`src/rtl/imem_loader.sv`:
```
// imem_loader: serial boot loader feeding the IMEM write port.
// Receives a program image over UART 8N1 and writes 32-bit words into IMEM while
// holding the CPU in reset, so fetch never sees a half-written image.
// Frame: CNT_LO, CNT_HI (word count N), N little-endian words, [checksum byte].
// Optional feature macro: IMEM_LOADER_CHECKSUM_EN adds a trailing XOR checksum byte.
// Ports:
//   clk_i        system clock
//   reset_i      asynchronous reset, active-low
//   rx_i         UART receive line (idle high, asynchronous)
//   imem_we_o    IMEM write strobe, one-cycle pulse per word
//   imem_addr_o  IMEM word address
//   imem_wdata_o IMEM write data
//   cpu_hold_o   1 = hold the CPU in reset
//   busy_o       1 = frame in progress
//   done_o       one-cycle pulse on error-free frame completion
//   err_o        sticky error (framing, timeout, overflow, checksum)
module imem_loader #(
  parameter int unsigned CLKS_PER_BIT = 868,
  parameter int unsigned IMEM_AWIDTH  = 10,
  parameter int unsigned TIMEOUT_BITS = 64
) (
  input  logic                   clk_i,
  input  logic                   reset_i,
  input  logic                   rx_i,
  output logic                   imem_we_o,
  output logic [IMEM_AWIDTH-1:0] imem_addr_o,
  output logic [31:0]            imem_wdata_o,
  output logic                   cpu_hold_o,
  output logic                   busy_o,
  output logic                   done_o,
  output logic                   err_o
);

  localparam int unsigned CNT_W     = $clog2(CLKS_PER_BIT);
  localparam int unsigned HALF_BIT  = CLKS_PER_BIT / 2;
  localparam int unsigned TO_CYCLES = TIMEOUT_BITS * CLKS_PER_BIT;
  localparam int unsigned TO_W      = $clog2(TO_CYCLES);
  localparam int unsigned DEPTH     = 2 ** IMEM_AWIDTH;

  // ---------------------------------------------------------------- UART RX
  typedef enum logic [1:0] {RX_IDLE, RX_START, RX_DATA, RX_STOP} rxState_t;

  rxState_t         rxState, rxStateD;
  logic             rxMeta, rxSync, rxSyncQ;
  logic [CNT_W-1:0] clkCnt, clkCntD;
  logic [2:0]       bitCnt, bitCntD;
  logic [7:0]       rxByte, rxByteD;
  logic             byteValid, byteValidD;
  logic             frameErr, frameErrD;

  // Synchronizer plus one delayed copy for falling-edge detection.
  always_ff @(posedge clk_i or negedge reset_i) begin
    if (!reset_i) begin
      rxMeta  <= 1'b0;
      rxSync  <= 1'b0;
      rxSyncQ <= 1'b0;
    end else begin
      rxMeta  <= rx_i;
      rxSync  <= rxMeta;
      rxSyncQ <= rxSync;
    end
  end

  // Receiver state register.
  always_ff @(posedge clk_i or negedge reset_i) begin
    if (!reset_i) begin
      rxState   <= RX_IDLE;
      clkCnt    <= '0;
      bitCnt    <= '0;
      rxByte    <= '0;
      byteValid <= 1'b0;
      frameErr  <= 1'b0;
    end else begin
      rxState   <= rxStateD;
      clkCnt    <= clkCntD;
      bitCnt    <= bitCntD;
      rxByte    <= rxByteD;
      byteValid <= byteValidD;
      frameErr  <= frameErrD;
    end
  end

  // Receiver next state: start-bit recheck at half bit, then mid-bit samples.
  always_comb begin
    rxStateD   = rxState;
    clkCntD    = clkCnt;
    bitCntD    = bitCnt;
    rxByteD    = rxByte;
    byteValidD = 1'b0;
    frameErrD  = 1'b0;
    case (rxState)
      RX_IDLE: begin
        if (rxSyncQ && !rxSync) begin
          rxStateD = RX_START;
          clkCntD  = '0;
        end
      end
      RX_START: begin
        if (clkCnt == CNT_W'(HALF_BIT - 1)) begin
          clkCntD  = '0;
          bitCntD  = '0;
          rxStateD = rxSync ? RX_IDLE : RX_DATA;
        end else begin
          clkCntD = clkCnt + CNT_W'(1);
        end
      end
      RX_DATA: begin
        if (clkCnt == CNT_W'(CLKS_PER_BIT - 1)) begin
          clkCntD = '0;
          rxByteD = {rxSync, rxByte[7:1]};
          if (bitCnt == 3'd7) rxStateD = RX_STOP;
          else                bitCntD  = bitCnt + 3'd1;
        end else begin
          clkCntD = clkCnt + CNT_W'(1);
        end
      end
      RX_STOP: begin
        if (clkCnt == CNT_W'(CLKS_PER_BIT - 1)) begin
          clkCntD    = '0;
          byteValidD = rxSync;
          frameErrD  = !rxSync;
          rxStateD   = RX_IDLE;
        end else begin
          clkCntD = clkCnt + CNT_W'(1);
        end
      end
      default: rxStateD = RX_IDLE;
    endcase
  end

  // ---------------------------------------------------------------- Frame FSM
`ifdef IMEM_LOADER_CHECKSUM_EN
  typedef enum logic [2:0] {S_IDLE, S_CNT_HI, S_DATA, S_CHK, S_DONE} state_t;
  localparam state_t S_END = S_CHK;
`else
  typedef enum logic [2:0] {S_IDLE, S_CNT_HI, S_DATA, S_DONE} state_t;
  localparam state_t S_END = S_DONE;
`endif

  state_t                 state, stateD;
  logic [7:0]             cntLo, cntLoD;
  logic [15:0]            wordCount, wordCountD;
  logic [1:0]             byteIdx, byteIdxD;
  logic [23:0]            wordReg, wordRegD;
  logic [15:0]            wordIdx, wordIdxD;
  logic [TO_W-1:0]        toCnt, toCntD;
  logic                   weD, holdD, busyD, doneD, errD;
  logic [IMEM_AWIDTH-1:0] addrD;
  logic [31:0]            wdataD;
  logic                   inFrame;
  logic                   timeout;
`ifdef IMEM_LOADER_CHECKSUM_EN
  logic [7:0]             chkSum, chkSumD;
`endif

  // Frame state and registered outputs.
  always_ff @(posedge clk_i or negedge reset_i) begin
    if (!reset_i) begin
      state        <= S_IDLE;
      cntLo        <= '0;
      wordCount    <= '0;
      byteIdx      <= '0;
      wordReg      <= '0;
      wordIdx      <= '0;
      toCnt        <= '0;
      imem_we_o    <= 1'b0;
      imem_addr_o  <= '0;
      imem_wdata_o <= '0;
      cpu_hold_o   <= 1'b0;
      busy_o       <= 1'b0;
      done_o       <= 1'b0;
      err_o        <= 1'b0;
`ifdef IMEM_LOADER_CHECKSUM_EN
      chkSum       <= '0;
`endif
    end else begin
      state        <= stateD;
      cntLo        <= cntLoD;
      wordCount    <= wordCountD;
      byteIdx      <= byteIdxD;
      wordReg      <= wordRegD;
      wordIdx      <= wordIdxD;
      toCnt        <= toCntD;
      imem_we_o    <= weD;
      imem_addr_o  <= addrD;
      imem_wdata_o <= wdataD;
      cpu_hold_o   <= holdD;
      busy_o       <= busyD;
      done_o       <= doneD;
      err_o        <= errD;
`ifdef IMEM_LOADER_CHECKSUM_EN
      chkSum       <= chkSumD;
`endif
    end
  end

  // Inter-byte watchdog only runs while a frame is being received.
  assign inFrame = (state != S_IDLE) && (state != S_DONE);
  assign timeout = inFrame && !byteValid && (toCnt == TO_W'(TO_CYCLES - 1));

  // Frame next state and output values.
  always_comb begin
    stateD     = state;
    cntLoD     = cntLo;
    wordCountD = wordCount;
    byteIdxD   = byteIdx;
    wordRegD   = wordReg;
    wordIdxD   = wordIdx;
    toCntD     = (inFrame && !byteValid) ? toCnt + TO_W'(1) : '0;
    weD        = 1'b0;
    addrD      = imem_addr_o;
    wdataD     = imem_wdata_o;
    holdD      = cpu_hold_o;
    busyD      = busy_o;
    doneD      = 1'b0;
    errD       = err_o;
`ifdef IMEM_LOADER_CHECKSUM_EN
    chkSumD    = (byteValid && state != S_CHK) ? (chkSum ^ rxByte) : chkSum;
`endif
    case (state)
      S_IDLE: begin
        if (byteValid) begin
          cntLoD = rxByte;
          holdD  = 1'b1;
          busyD  = 1'b1;
          errD   = 1'b0;
          stateD = S_CNT_HI;
`ifdef IMEM_LOADER_CHECKSUM_EN
          chkSumD = rxByte;
`endif
        end
      end
      S_CNT_HI: begin
        if (byteValid) begin
          wordCountD = {rxByte, cntLo};
          wordIdxD   = '0;
          byteIdxD   = '0;
          stateD     = ({rxByte, cntLo} == 16'd0) ? S_END : S_DATA;
        end
      end
      S_DATA: begin
        if (byteValid) begin
          wordRegD = {rxByte, wordReg[23:8]};
          byteIdxD = byteIdx + 2'd1;
          if (byteIdx == 2'd3) begin
            // Words past the IMEM depth are consumed but never written.
            if (32'(wordIdx) < DEPTH) begin
              weD    = 1'b1;
              addrD  = IMEM_AWIDTH'(wordIdx);
              wdataD = {rxByte, wordReg};
            end else begin
              errD = 1'b1;
            end
            wordIdxD = wordIdx + 16'd1;
            if (wordIdx == wordCount - 16'd1) stateD = S_END;
          end
        end
      end
`ifdef IMEM_LOADER_CHECKSUM_EN
      S_CHK: begin
        if (byteValid) begin
          if (rxByte != chkSum) errD = 1'b1;
          stateD = S_DONE;
        end
      end
`endif
      S_DONE: begin
        holdD  = 1'b0;
        busyD  = 1'b0;
        stateD = S_IDLE;
      end
      default: stateD = S_IDLE;
    endcase

    // Framing error or timeout: flag it and abort any frame in progress.
    if (frameErr || timeout) begin
      errD = 1'b1;
      if (inFrame) begin
        stateD = S_IDLE;
        holdD  = 1'b0;
        busyD  = 1'b0;
      end
    end

    if (stateD == S_DONE && state != S_DONE) doneD = !errD;
  end

endmodule

```
`config.mk`:
```
export PLATFORM = sky130hd
export DESIGN_NAME = imem_loader
export DESIGN_NICKNAME = d
export VERILOG_FILES = /design/src/rtl/imem_loader.sv
export SDC_FILE = /design/constraint.sdc
export NUM_CORES = 1
export LEC_CHECK = 0
export BUFFER_PORTS_ARGS = -buffer_cell sky130_fd_sc_hd__buf_2
export CORE_MARGIN = 1.5
export CORE_UTILIZATION = 24
export DETAILED_ROUTE_END_ITERATION = 7
export SYNTH_ARGS = -nofsm -noshare
export SYNTH_HDL_FRONTEND = slang
export SYNTH_SLANG_ARGS = --single-unit
```
`constraint.sdc`:
```
create_clock -name clk_i -period 2.9 [get_ports clk_i]
set_input_delay 0.29 -clock clk_i [delete_from_list [all_inputs] [get_ports clk_i]]
set_output_delay 0.29 -clock clk_i [all_outputs]
set_load 0.05 [all_outputs]
```
==> results of run 1 <==
-- critical path, cell delays in order (launching register included) --
cell       delay [ps]
dfrtp_1           470
or4_4             550
or4_1             510
o2111ai_1         110
a31oi_1            60
or4b_4            540
a21oi_2           140
-- kinds of logic after synthesis --
logic type | share of synthesized area [%]
AND/OR/NAND/NOR | 13.9
other | 0.0518
multiplexers | 14.7
AO/OA/AOI/OAI | 7.31
adder cells (fa/ha/maj) | 1.38
flip-flops | 55.3
buffers and inverters | 2.14
XOR/XNOR | 5.10
-- cell type report --
class,count,area (um2)
Tap cell,390,488
Inverter,16,60.1
Sequential cell,160,4000
Multi-Input combinational cell,420,3120
Clock inverter,14,189
Fill cell,3092,20900
Timing Repair Buffer,66,397
Clock buffer,18,439
-- how the worst max path moves through the flow --
stage | startpoint | to
global route | wordCount[0] | done_o
CTS | wordCount[0] | done_o
global placement | wordCount[0] | done_o
detailed placement | wordCount[0] | done_o
floorplan | wordCount[2] | done_o
finish | wordCount[2] | done_o
-- power breakdown --
group          switching, mW  internal (mW)
combinational          0.140          0.100
sequential             0.102           2.30
clock                  0.983           1.41
total                   1.23           3.81
-- Yosys cell counts (4+ instances only) --
| library cell | count | share of area (%) |
|---|---|---|
| dfrtp_1 | 160 | 55 |
| mux2_2 | 83 | 13 |
| nor2_1 | 47 | 2.4 |
| nand2_1 | 40 | 2.1 |
| o21ai_0 | 34 | 2.4 |
| xnor2_1 | 21 | 2.5 |
| nand3_1 | 20 | 1.4 |
| clkbuf_1 | 18 | 0.93 |
| xor2_1 | 18 | 2.2 |
| inv_1 | 16 | 0.83 |
| nand4_1 | 12 | 1.0 |
| a21oi_1 | 10 | 0.69 |
| and3_1 | 10 | 0.86 |
| mux2_1 | 10 | 1.6 |
| nand2b_1 | 9 | 0.78 |
| nor4_1 | 9 | 0.78 |
| or3_1 | 9 | 0.78 |
| ha_1 | 8 | 1.4 |
| nor3_1 | 8 | 0.55 |
| a31oi_1 | 7 | 0.60 |
| a211oi_1 | 6 | 0.62 |
| a21o_1 | 5 | 0.52 |
| nor2b_1 | 4 | 0.35 |
| nor3b_1 | 4 | 0.41 |
-- registers in the layout, summed over array words and instances (netlist names), 2 cells and up, named ones only --
signal	flops
imem_wdata_o	32
wordReg	24
toCnt	16
wordCount	16
wordIdx	16
clkCnt	10
imem_addr_o	10
cntLo	8
rxByte	8
bitCnt	3
state	3
byteIdx	2
-- per-layer routing --
metal / track usage [%] / wire, um / vias up
met5: 0 / 0 / -
met4: 3.21 / 148 / 0
met3: 2.62 / 562 / 10
met2: 15.9 / 6870 / 86
met1: 14.5 / 7760 / 2437
li1: - / - / 2344
-- through the flow --
| stage | total power, mW | util, % | setup slack, ps | hold WS (ps) | cell area [um2] |
|---|---|---|---|---|---|
| 2_1_floorplan | 2.58 | - | 541 | -5.59 | 7240 |
| 3_3_place_gp | 2.67 | 27.1 | 303 | 337 | 8040 |
| 3_5_place_dp | 2.69 | 27.1 | 219 | 337 | 8040 |
| 4_1_cts | 5.11 | 29.3 | 182 | 354 | 8690 |
| 5_1_grt | 5.25 | 29.3 | 247 | 371 | 8690 |
| 6_report | 5.04 | 29.3 | 447 | 350 | 8690 |
-- timing repair --
item / 4_1_cts / 5_1_grt
gates resized for setup: 0 / 1
setup endpoints to repair: 0 / 2
hold buffers: 2 / 0
hold endpoints to repair: 87 / 0
==> results.cfg, run 1 <==
[route]
wl_per_cell_um = 14.2
vias = 4877
drt_wl_total_um = 15300
ant_nets = 0
dr.pass1.iters = 4
drc_errors = 0
avgViaCountPerCell = 4.50
dr.first_iter.drc_count = 199

[die]
ioPinCount = 50
fp.dieH_um = 177
coreArea_um2 = 29600
die_area_um2 = 31200
initial_utilization_pct = 24.4
rows = 63
die_w_um = 177

[min_path]
min_path_cells = 0
hp-class = flip-flop to flip-flop
holdPathEnd = rxSync
hold_start = rxMeta

[place]
finalWeightedCongestion = 0.781
dp.cells = 1050
hpwl_um = 10200
io_buffers = 49

[sta]
hold_viol_final = 0
finalSetupViolCount = 0
fin_crit_ps = 2450
slew_violations = 0
finalSetupTns_ps = 0
min_period_over_period_pct = 84.6
grt_setup_unrepaired = no
tightest_slew_ps = 836
clock.fmax_mhz = 408
skew_ps = 15.2
max_slew_margin_pct = 44.2

[global_routing]
grt_max_degree = 90
overflow = 0
grt_usage_pct = 10.4
antenna_found_initial = 0
grt_pass1_wl_um = 25800
grt_pass1_vias = 4855

[finish]
mostFrequentLayoutCells = dfrtp_1, mux2_2, buf_2
drive_gt1_share_pct = 27.7
finalNonFillerCells = 1084
nets = 692
mostFrequentLayoutCell = dfrtp_1
insertedDiodeCount = 0
area_growth_pct = 20.1

[setup_path]
path_class = flip-flop to flip-flop
cp_data_arrival_time_ps = 2810
crit_path_end_kind = flip-flop
regToRegEndpoint = done_o
worstRegToRegCells = 6
critPathMaxFanout = 8
crit_required_ps = 3250
cp-start-kind = flip-flop
crit-reg2reg-launch = wordCount[2]
r2r_slack_ps = 450

[cts]
clk_pin_slew_worst_paths_ps = 70
htree_levels = 4
clockBufferDepth = 2
clkSinkCount = 160
cts_tree = built
cts_made_buffers = 17
cts_root_buffer = clkbuf_16
clk_latency_ps = 430
post_cts_buffers = 0

[synth]
synth-seq-cells = 160
syn_area_per_cell_um2 = 11.7
postSynthCellCount = 619
synth_cell_types = 57
synth_edf_count = 0
synthArstFlopShare_pct = 100
yosysWarningCount = 0
ys_seq_area_share_pct = 55.3
ys.flop_type = dfrtp_1
syn_area_um2 = 7240
synth.net_count = 630

[pwr]
power_density_nw_per_um2 = 579
max-vdd-ir-drop_mv = 0.347
total_leakage_power_nw = 4.12

[run]
maxCapViolCount = 0

[run_status]
status = completed
Note: power is estimated with default switching activity, not from simulation.
==> inputs of run 2 (changes only) <==
clock period = 2 ns   (was 2.9 ns; I/O delays follow)
==> run 2 against run 1 <==
Compared with the run above: the run now ends with setup timing left; core utilization is 2.4 points higher; critical path depth is 2 higher; final cell count up 6.7%; register-to-register slack worse by 710 ps; clock skew about the same; via count is 5.4% higher; first-iteration DRC count up 18%; routed wire length is 6.1% higher; sequential share of layout area decreased by 3.5 points; sequential cell count unchanged; critical path type unchanged; largest cell class unchanged.
==> results.cfg, run 2 (synthesis results as in run 1) <==
[global_routing]
overflow = 0
grt_use_met3_pct = 3.16
grt_usage_pct = 11.0
met2_usage_pct = 17.2
grt_max_degree = 56
antenna_found_initial = 0
use_met1_pct = 14.4
grt_pass1_wl_um = 26800
grt_pass1_vias = 5109
gr-max-usage-layer = met2

[setup_path]
regToRegEndpoint = done_o
crit_required_ps = 2370
worstPathCellList = inv_2 -> ha_4 -> nor3b_4 -> nand4_1 -> a211oi_2 -> o2111ai_1 -> or4b_4 -> a21oi_2
crit_path_end_kind = flip-flop
worstRegToRegCells = 8
crit-reg2reg-launch = wordCount[0]
cp_num_buf_inv = 1
path_class = flip-flop to flip-flop
critPathMaxFanout = 7
slowest_stage = or4b_4
cp-start-kind = flip-flop
path_delay_family = simple AND/OR/NAND/NOR gates
r2r_slack_ps = -260
cp_data_arrival_time_ps = 2630
cp_slowest_stage_delay_ps = 550

[route]
vias = 5139
drc_errors = 0
drt_wl_total_um = 16300
avgViaCountPerCell = 4.44
dr.pass1.iters = 4
dr.first_iter.drc_count = 235
ant_nets = 0
wl_per_cell_um = 14.1

[place]
finalWeightedCongestion = 0.854
hpwl_um = 11500
io_buffers = 49
dp.cells = 1117

[finish]
area_growth_pct = 29.9
mostFrequentLayoutCells = dfrtp_1, mux2_2, buf_4
nets = 765
largest_reg_flops = 32
drive_gt1_share_pct = 37.5
post-route-util_pct = 31.7
register_area_um2 = 4010
mostFrequentLayoutCell = dfrtp_1
largest_register = imem_wdata_o
insertedDiodeCount = 0
multi_input_area_um2 = 3290
largestRegisters = imem_wdata_o x32, wordReg x24
finalNonFillerCells = 1157
nFillCells = 3054

[run_status]
violations = setup timing
status = finished, violations left

[sta]
tightest_slew_ps = 524
min_period_over_period_pct = 113
fin_ws_ps = -261
finalSetupTns_ps = -480
slew_violations = 0
max_slew_margin_pct = 65.1
clock.fmax_mhz = 442
grt_setup_unrepaired = yes
finalSetupViolCount = 2
fin_crit_ps = 2260
hold_viol_final = 0
skew_ps = 15.1

[cts]
clkSinkCount = 160
clk_pin_slew_worst_paths_ps = 70
clockBufferDepth = 2
htree_levels = 4
cts_made_buffers = 17
cts_root_buffer = clkbuf_16
clk_latency_ps = 440
cts_tree = built

[die]
die_w_um = 177
ioPinCount = 50
die_area_um2 = 31200
rows = 63
fp.dieH_um = 177
coreArea_um2 = 29600
initial_utilization_pct = 24.4

[pwr]
total_leakage_power_nw = 4.48
max-vdd-ir-drop_mv = 0.478
power_density_nw_per_um2 = 746

[min_path]
hp-class = input pin to asynchronous set/reset pin

[run]
maxCapViolCount = 0
run 2: changes by cell type in the layout (fill, tap and decap cells not counted), sizes merged:
cell	delta
buf	+73
inv	-1
clkbuf	+1
bufinv	-3
clkinv	+3
run 2: timing repair:
item / CTS / global route
gates resized for setup: 9 / 25
buffers inserted: 0 / 6
pin swaps: 3 / 11
hold endpoints to repair: 49 / 0
hold buffers: 2 / 0
endpoints found under the setup margin: 16 / 27
run 2: power by group:
part	leakage, nW	internal [mW]	switching, mW
clock network	0.270	1.64	1.42
logic	2.02	0.233	0.265
registers	2.19	3.34	0.121
run 2: how the worst max path moves through the flow:
stage	startpoint	end	slack, ps	depth (start not counted)
2_1_floorplan	wordCount[2]	done_o	-160	7
3_3_place_gp	wordCount[0]	done_o	-250	8
3_5_place_dp	wordCount[0]	done_o	-330	8
4_1_cts	wordCount[0]	done_o	-240	6
5_1_grt	wordCount[0]	done_o	-360	8
6_report	wordCount[0]	done_o	-260	8
run 2: final cells by class:
cell class,instances,share of cell area [%]
sequential,160,42.6
multi-input combinational,420,35.0
timing repair buffer,139,10.7
tap,390,5.19
clock buffer,19,4.60
clock inverter,13,1.29
inverter,16,0.639
run 2: worst reg2reg max path, delay by kind of cell (launching register included):
family	cells	cell delay [ps]
adder cells (fa/ha/maj)	1	140
AO/OA/AOI/OAI	3	460
buffers and inverters	1	110
AND/OR/NAND/NOR	3	1030
flip-flops	1	460
run 2: per-layer routing:
layer  up-vias  share of wire (%)  routed length [um]
met2        82                 47                7620
li1       2497                  -                   -
met5         -                  0                   0
met1      2541                 48                7740
met4         0                1.1                 187
met3        19                4.5                 725
run 2: per-stage QoR:
stage          setup slack, ps  hold slack, ps  power (mW)  cell area [um2]
3_3_place_gp              -245             196        3.98             8640
3_5_place_dp              -330             203        3.99             8640
6_report                  -261             304        7.01             9400
4_1_cts                   -244             304        7.11             9260
2_1_floorplan             -158           -95.6        3.74             7320
5_1_grt                   -364             321        7.36             9400
